[config.mk]
export PLATFORM = sky130hd
export DESIGN_NAME = uart_rx_param
export DESIGN_NICKNAME = d
export VERILOG_FILES = /design/src/rtl/uart_rx_param.sv
export SDC_FILE = /design/constraint.sdc
export NUM_CORES = 1
export LEC_CHECK = 0
export CAP_MARGIN = 30
export CORE_MARGIN = 3
export CORE_UTILIZATION = 40
export CTS_BUF_LIST = sky130_fd_sc_hd__clkbuf_16
export DETAILED_ROUTE_END_ITERATION = 16
export PLACE_DENSITY = 0.72
export REMOVE_ABC_BUFFERS = 1
export SLEW_MARGIN = 20
export SYNTH_ARGS = -nofsm -noshare
export SYNTH_HDL_FRONTEND = slang
export SYNTH_SLANG_ARGS = --single-unit
export TNS_END_PERCENT = 5
[constraint.sdc]
create_clock -name CLK -period 2.1 [get_ports CLK]
set_input_delay 0.42 -clock CLK [delete_from_list [all_inputs] [get_ports CLK]]
set_output_delay 0.42 -clock CLK [all_outputs]
set_load 0.02 [all_outputs]
[src/rtl/uart_rx_param.sv]
// uart_rx_param: parametrised UART receiver with 2-flop input synchroniser,
// 3-sample majority voting, optional parity, 1/2 stop bits and a valid/ready
// holding register with overrun detection. Frame config is latched at the
// start edge.
// Optional feature macro: UART_RX_BREAK_DET_EN (break detection, BREAK_WAIT).
//
// state        | meaning
// -------------+-----------------------------------------------------------
// S_IDLE       | line idle, waiting for rx_s = 0 with a legal prescale
// S_START      | sampling start bit; voted 1 aborts as a glitch
// S_DATA       | shifting DATA_WIDTH data bits, LSB first
// S_PARITY     | sampling parity bit, mismatch held until frame end
// S_STOP       | sampling 1 or 2 stop bits, frame end on the last one
// S_BREAK_WAIT | break seen, waiting for the line to return high
module uart_rx_param #(
    parameter int DATA_WIDTH = 8,
    parameter int PRESCALE_W = 6
) (
    input  logic                  CLK,
    input  logic                  RST,
    input  logic [PRESCALE_W-1:0] Prescale,
    input  logic                  PAR_EN,
    input  logic                  PAR_TYP,
    input  logic                  STP2,
    input  logic                  RX_IN,
    input  logic                  Data_ready,
    output logic [DATA_WIDTH-1:0] P_DATA,
    output logic                  Data_valid,
    output logic                  PAR_ERR,
    output logic                  STP_ERR,
    output logic                  OVR_ERR,
    output logic                  BUSY,
    output logic                  BRK_DET
);

    localparam int BC_W = $clog2(DATA_WIDTH + 1);

    typedef enum logic [2:0] {
        S_IDLE,
        S_START,
        S_DATA,
        S_PARITY,
        S_STOP
`ifdef UART_RX_BREAK_DET_EN
        , S_BREAK_WAIT
`endif
    } state_t;

    state_t                  state_q, state_d;
    logic                    rx_meta_q, rx_s_q;
    logic [PRESCALE_W-1:0]   presc_q, presc_d;
    logic                    par_en_q, par_en_d;
    logic                    par_typ_q, par_typ_d;
    logic                    stp2_q, stp2_d;
    logic [PRESCALE_W-1:0]   edge_q, edge_d;
    logic [BC_W-1:0]         bit_q, bit_d;
    logic [2:0]              smp_q, smp_d;
    logic [DATA_WIDTH-1:0]   shift_q, shift_d;
    logic                    par_bad_q, par_bad_d;
    logic                    stp_bad_q, stp_bad_d;
    logic [DATA_WIDTH-1:0]   pdata_q, pdata_d;
    logic                    valid_q, valid_d;
    logic                    par_err_q, par_err_d;
    logic                    stp_err_q, stp_err_d;
    logic                    ovr_q, ovr_d;
`ifdef UART_RX_BREAK_DET_EN
    logic                    brk_q, brk_d;
    logic                    zero_q, zero_d;
`endif

    logic [PRESCALE_W-1:0]   half;
    logic                    last_edge;
    logic                    voted;
    logic                    presc_ok;
    logic                    stop_bad_now;

    assign half      = presc_q >> 1;
    assign last_edge = (edge_q == presc_q - PRESCALE_W'(1));
    assign voted     = (smp_q[0] & smp_q[1]) | (smp_q[0] & smp_q[2]) | (smp_q[1] & smp_q[2]);
    assign presc_ok  = (Prescale == PRESCALE_W'(8)) || (Prescale == PRESCALE_W'(16)) ||
                       (Prescale == PRESCALE_W'(32));
    assign stop_bad_now = stp_bad_q | ~voted;

    // Two-flop synchroniser on the asynchronous serial line, idles high.
    always_ff @(posedge CLK) begin
        if (RST) begin
            rx_meta_q <= 1'b1;
            rx_s_q    <= 1'b1;
        end else begin
            rx_meta_q <= RX_IN;
            rx_s_q    <= rx_meta_q;
        end
    end

    // State, counters, latched frame config and registered outputs.
    always_ff @(posedge CLK) begin
        if (RST) begin
            state_q   <= S_IDLE;
            presc_q   <= '0;
            par_en_q  <= 1'b0;
            par_typ_q <= 1'b0;
            stp2_q    <= 1'b0;
            edge_q    <= '0;
            bit_q     <= '0;
            smp_q     <= '0;
            shift_q   <= '0;
            par_bad_q <= 1'b0;
            stp_bad_q <= 1'b0;
            pdata_q   <= '0;
            valid_q   <= 1'b0;
            par_err_q <= 1'b0;
            stp_err_q <= 1'b0;
            ovr_q     <= 1'b0;
`ifdef UART_RX_BREAK_DET_EN
            brk_q     <= 1'b0;
            zero_q    <= 1'b0;
`endif
        end else begin
            state_q   <= state_d;
            presc_q   <= presc_d;
            par_en_q  <= par_en_d;
            par_typ_q <= par_typ_d;
            stp2_q    <= stp2_d;
            edge_q    <= edge_d;
            bit_q     <= bit_d;
            smp_q     <= smp_d;
            shift_q   <= shift_d;
            par_bad_q <= par_bad_d;
            stp_bad_q <= stp_bad_d;
            pdata_q   <= pdata_d;
            valid_q   <= valid_d;
            par_err_q <= par_err_d;
            stp_err_q <= stp_err_d;
            ovr_q     <= ovr_d;
`ifdef UART_RX_BREAK_DET_EN
            brk_q     <= brk_d;
            zero_q    <= zero_d;
`endif
        end
    end

    // Next-state logic: bit timing, voting, frame-end delivery and handshake.
    always_comb begin
        state_d   = state_q;
        presc_d   = presc_q;
        par_en_d  = par_en_q;
        par_typ_d = par_typ_q;
        stp2_d    = stp2_q;
        edge_d    = edge_q;
        bit_d     = bit_q;
        smp_d     = smp_q;
        shift_d   = shift_q;
        par_bad_d = par_bad_q;
        stp_bad_d = stp_bad_q;
        pdata_d   = pdata_q;
        valid_d   = valid_q & ~Data_ready;
        par_err_d = 1'b0;
        stp_err_d = 1'b0;
        ovr_d     = 1'b0;
`ifdef UART_RX_BREAK_DET_EN
        brk_d     = 1'b0;
        zero_d    = zero_q;
`endif

        if (state_q != S_IDLE) begin
            edge_d = last_edge ? '0 : edge_q + PRESCALE_W'(1);
            if (edge_q == half - PRESCALE_W'(1)) smp_d[0] = rx_s_q;
            if (edge_q == half)                  smp_d[1] = rx_s_q;
            if (edge_q == half + PRESCALE_W'(1)) smp_d[2] = rx_s_q;
        end

        case (state_q)
            S_IDLE: begin
                if (!rx_s_q && presc_ok) begin
                    state_d   = S_START;
                    edge_d    = '0;
                    bit_d     = '0;
                    presc_d   = Prescale;
                    par_en_d  = PAR_EN;
                    par_typ_d = PAR_TYP;
                    stp2_d    = STP2;
                    par_bad_d = 1'b0;
                    stp_bad_d = 1'b0;
`ifdef UART_RX_BREAK_DET_EN
                    zero_d    = 1'b1;
`endif
                end
            end
            S_START: begin
                if (edge_q == half + PRESCALE_W'(2) && voted) begin
                    state_d = S_IDLE;
                end else if (last_edge) begin
                    state_d = S_DATA;
                end
            end
            S_DATA: begin
                if (last_edge) begin
                    shift_d = {voted, shift_q[DATA_WIDTH-1:1]};
`ifdef UART_RX_BREAK_DET_EN
                    zero_d  = zero_q & ~voted;
`endif
                    if (bit_q == BC_W'(DATA_WIDTH - 1)) begin
                        bit_d   = '0;
                        state_d = par_en_q ? S_PARITY : S_STOP;
                    end else begin
                        bit_d = bit_q + BC_W'(1);
                    end
                end
            end
            S_PARITY: begin
                if (last_edge) begin
                    if (voted != (^shift_q ^ par_typ_q)) par_bad_d = 1'b1;
`ifdef UART_RX_BREAK_DET_EN
                    zero_d  = zero_q & ~voted;
`endif
                    state_d = S_STOP;
                end
            end
            S_STOP: begin
                if (last_edge) begin
`ifdef UART_RX_BREAK_DET_EN
                    if (bit_q == '0 && zero_q && !voted) begin
                        brk_d   = 1'b1;
                        state_d = S_BREAK_WAIT;
                    end else
`endif
                    if (bit_q == {{(BC_W-1){1'b0}}, stp2_q}) begin
                        state_d = S_IDLE;
                        if (par_bad_q || stop_bad_now) begin
                            par_err_d = par_bad_q;
                            stp_err_d = stop_bad_now;
                        end else if (!valid_q || Data_ready) begin
                            pdata_d = shift_q;
                            valid_d = 1'b1;
                        end else begin
                            ovr_d = 1'b1;
                        end
                    end else begin
                        bit_d     = bit_q + BC_W'(1);
                        stp_bad_d = stop_bad_now;
                    end
                end
            end
`ifdef UART_RX_BREAK_DET_EN
            S_BREAK_WAIT: begin
                if (rx_s_q) state_d = S_IDLE;
            end
`endif
            default: state_d = S_IDLE;
        endcase
    end

    assign P_DATA     = pdata_q;
    assign Data_valid = valid_q;
    assign PAR_ERR    = par_err_q;
    assign STP_ERR    = stp_err_q;
    assign OVR_ERR    = ovr_q;
    assign BUSY       = (state_q != S_IDLE);
`ifdef UART_RX_BREAK_DET_EN
    assign BRK_DET    = brk_q;
`else
    assign BRK_DET    = 1'b0;
`endif

endmodule
==> impl_metrics.env <==
export IMPL_outcome="completed"
export IMPL_ys_types=64
export IMPL_critPathMostFrequentCell="xnor2_1"
export IMPL_synthToLayoutAreaGrowth_pct=28.94
export IMPL_drt_iter0_markers=215
export IMPL_cp_top_family="compound AO/OA/AOI/OAI gates"
export IMPL_finish_instance_area_um2=3846
export IMPL_wp_depth=9
export IMPL_net_switching_power_mw=0.3970
export IMPL_worst_setup_path_class="flip-flop to flip-flop"
export IMPL_placement_io_buffers=25
export IMPL_worstHoldPathType="flip-flop to flip-flop"
export IMPL_grt_first_pass_wirelength_um=12120
export IMPL_finished_layout_cells=499
export IMPL_fin_setup_tns_ps=0
export IMPL_chipHeight_um=92.36
export IMPL_seq_power_share_pct=51.4
export IMPL_htree_levels=2
export IMPL_mean_instance_size_in_the_synthesized_netlist_um2=8.522
export IMPL_report_final_hold_viol_count=0
export IMPL_antenna_viol_nets_final=0
export IMPL_netSwitchingFraction_pct=21.88
export IMPL_tritoncts="yes"
export IMPL_crit_chain="inv_2 -> ha_1 -> xnor2_1 -> xnor2_1 -> and3_4 -> buf_4 -> nand3_1 -> a311o_1 -> o21a_1"
export IMPL_p_int_mw=1.417
export IMPL_ys_async_sr_fraction_pct=0
export IMPL_post_route_period_util_pct=97.29
export IMPL_critical_path_peak_fanout=4
export IMPL_grt_max_degree=25
export IMPL_critical_path_startpoint_type="flip-flop"
export IMPL_clkSlewWorstSetupHoldPaths_ps=70
export IMPL_post_route_util_pct=54.80
export IMPL_worst_ir_drop_vdd_v=0.0003392
export IMPL_globalplace_congestion=0.8479
export IMPL_rsz0062_at_grt="yes"
export IMPL_clock_tree_root_cell="clkbuf_16"
export IMPL_antenna_found_initial=0
export IMPL_dp_final_hpwl_um=5500
export IMPL_cellLeakagePower_nw=1.627
export IMPL_crit_slowest_cell="dfxtp_2"
export IMPL_setup_viol_count_final=0
export IMPL_floorplan_rows=30
export IMPL_clock_power_share_pct=44.1
export IMPL_firstDrtPassIters=4
export IMPL_timing_hold_worst_path_depth=1
export IMPL_synth_area_um2=2983
export IMPL_die_area_um2=8529
export IMPL_fmaxAchievable_ghz=0.4895
export IMPL_postSynthRegisterBits=49
export IMPL_post_layout_net_count=424
export IMPL_worst_clock_skew_ps=8.264
export IMPL_maximum_single_stage_delay_on_the_critical_path_ps=340
export IMPL_worst_ep_arrival_time_ps=2220
export IMPL_synthFlopType="dfxtp_1"
export IMPL_min_period_ps=2043
export IMPL_first_global_vias=2561
export IMPL_cts_sinks=49
export IMPL_pwr_density_cell_nw_per_um2=471.7
export IMPL_placed_area_um2=3540
export IMPL_number_of_cells_in_the_design_after_placement=489
export IMPL_synth_edf_count=0
export IMPL_fp_coreArea_um2=7019
export IMPL_via_count=2732
export IMPL_yosys_warnings=0
export IMPL_grt_remaining_overflow=0
export IMPL_diode_insertion_count_for_antenna_repair=0
export IMPL_drc=0
export IMPL_finalMaxSlewViolations=0
export IMPL_max_buffers_root_to_sink=2
export IMPL_combPwrFrac_pct=4.5
export IMPL_wl_cell_um=14.71
export IMPL_final_layout_size_suffix_gt1_share_pct=22.58
export IMPL_cts_buffer_count=5
export IMPL_worst_ep_required_time_ps=2280
export IMPL_synth_seq_area_share_pct=32.89
export IMPL_die_w_um=92.36
export IMPL_insertion_delay_ps=290
export IMPL_cap_violations=0
export IMPL_worstSetupEndpointType="flip-flop"
export IMPL_timing_reg2reg_worst_path_depth=9
export IMPL_initial_utilization_pct=42.50
export IMPL_num_io_pins=27
export IMPL_route_final_wire_length_um=7341
export IMPL_synth_cells=350
export IMPL_postCtsHoldBufs=0
export IMPL_grtUsageTotal_pct=17.30
export IMPL_cp_buffers_inverters=2
export IMPL_post_drt_via_cell_ratio=5.475
export IMPL_fin_worst_hold_slack_ps=408.7
[what timing repair did]
item	CTS	global route
gates resized for setup	10	30
buffers inserted	0	2
pin swaps	1	17
endpoints found under the setup margin	25	33
[logic make-up after synthesis]
| logic type | after synthesis | synth area share, % |
|---|---|---|
| other | 1 | 0.1257 |
| XOR/XNOR | 33 | 9.941 |
| adder cells (fa/ha/maj) | 9 | 3.775 |
| buffers and inverters | 35 | 5.998 |
| AO/OA/AOI/OAI | 89 | 19.80 |
| multiplexers | 10 | 3.356 |
| AND/OR/NAND/NOR | 124 | 24.12 |
| flip-flops | 49 | 32.89 |
[cells in the mapped netlist (3+ instances only)]
master / n / area (um^2)
dfxtp_1: 49 / 980.9
nand3_1: 27 / 135.1
a21oi_1: 26 / 130.1
nor2_1: 26 / 97.59
o21ai_0: 20 / 100.1
xor2_1: 19 / 166.4
nand2_1: 13 / 48.80
xnor2_1: 13 / 113.9
inv_1: 12 / 45.04
and3_1: 10 / 62.56
mux2i_1: 10 / 100.1
ha_1: 9 / 112.6
clkbuf_1: 8 / 30.03
buf_2: 7 / 35.03
nor3_1: 7 / 35.03
nor2b_1: 5 / 31.28
o21a_1: 5 / 37.54
a211oi_1: 4 / 30.03
a21o_1: 4 / 30.03
buf_4: 4 / 30.03
nand2b_1: 4 / 25.02
o211ai_1: 4 / 30.03
or3_1: 4 / 25.02
and2_1: 3 / 18.77
buf_6: 3 / 33.78
nand4_1: 3 / 18.77
or2_2: 3 / 18.77
[cells in the final DEF (no fill, tap or decap), types with 3 or more instances in the layout]
cell and n:
nor2_1 26, xor2_1 18, nor3_1 6, a211oi_1 3, dfxtp_2 3, o21ai_0 18, nand3_1 25, clkbuf_16 5
o211ai_1 4, clkdlybuf4s50_1 24, dfxtp_1 46, xnor2_1 12, or3_1 3, nand4_1 3, nand2b_1 4, inv_1 9
inv_2 3, buf_4 38, o21ai_1 3, a21o_1 4, a21oi_1 24, ha_1 7, nor2b_1 5, mux2i_1 10
o21a_1 5, buf_6 4, or2_2 3, nand2_1 13, and3_1 8
[power groups by stage]
stage	logic, mW	registers (mW)	clock network (mW)
after floorplan	0.0203	0.955	0
after global placement	0.0773	0.954	0
after detailed placement	0.0783	0.954	0
after CTS	0.0788	0.933	0.815
after global routing	0.0880	0.933	0.862
final	0.0812	0.933	0.800
[per-layer routing]
metal	routed length (um)	GRT usage, %	up-vias	share of wire (%)
li1	-	-	1360	-
met1	3446	23.42	1282	47
met5	0	0	-	0
met2	3437	27.92	74	47
met3	293	3.412	16	4.0
met4	163	4.950	0	2.2
[flip-flops by register name (all words and copies together) (netlist names)]
| signal | cells |
|---|---|
| Data_valid | 1 |
| OVR_ERR | 1 |
| PAR_ERR | 1 |
| P_DATA | 8 |
| STP_ERR | 1 |
| bit_q | 4 |
| edge_q | 6 |
| par_bad_q | 1 |
| par_en_q | 1 |
| par_typ_q | 1 |
| presc_q | 6 |
| rx_meta_q | 1 |
| rx_s_q | 1 |
| shift_q | 8 |
| smp_q | 3 |
| state_q | 3 |
| stp2_q | 1 |
| stp_bad_q | 1 |
[stage by stage]
stage / worst slack, ps / total power [mW]
final: 56.99 / 1.814
after global routing: -48.38 / 1.883
after CTS: -18.24 / 1.827
after detailed placement: -196.3 / 1.033
after global placement: -195.2 / 1.032
after floorplan: -184.8 / 0.9752
[area by class of cell]
class / instances / area [um^2]
inverter: 12 / 45.04
multi-input combinational: 266 / 1949
clock inverter: 3 / 22.52
clock buffer: 5 / 125.1
timing repair buffer: 68 / 599.3
fill: 624 / 3173
tap: 96 / 120.1
sequential: 49 / 984.7
[final timing paths]
check	start	to	slack, ps
max	presc_q[1]	bit_q[3]	60
min	rx_meta_q	rx_s_q	410
max reg2reg	presc_q[1]	bit_q[3]	60
min reg2reg	rx_meta_q	rx_s_q	410
(Power assumes the default switching activity.)
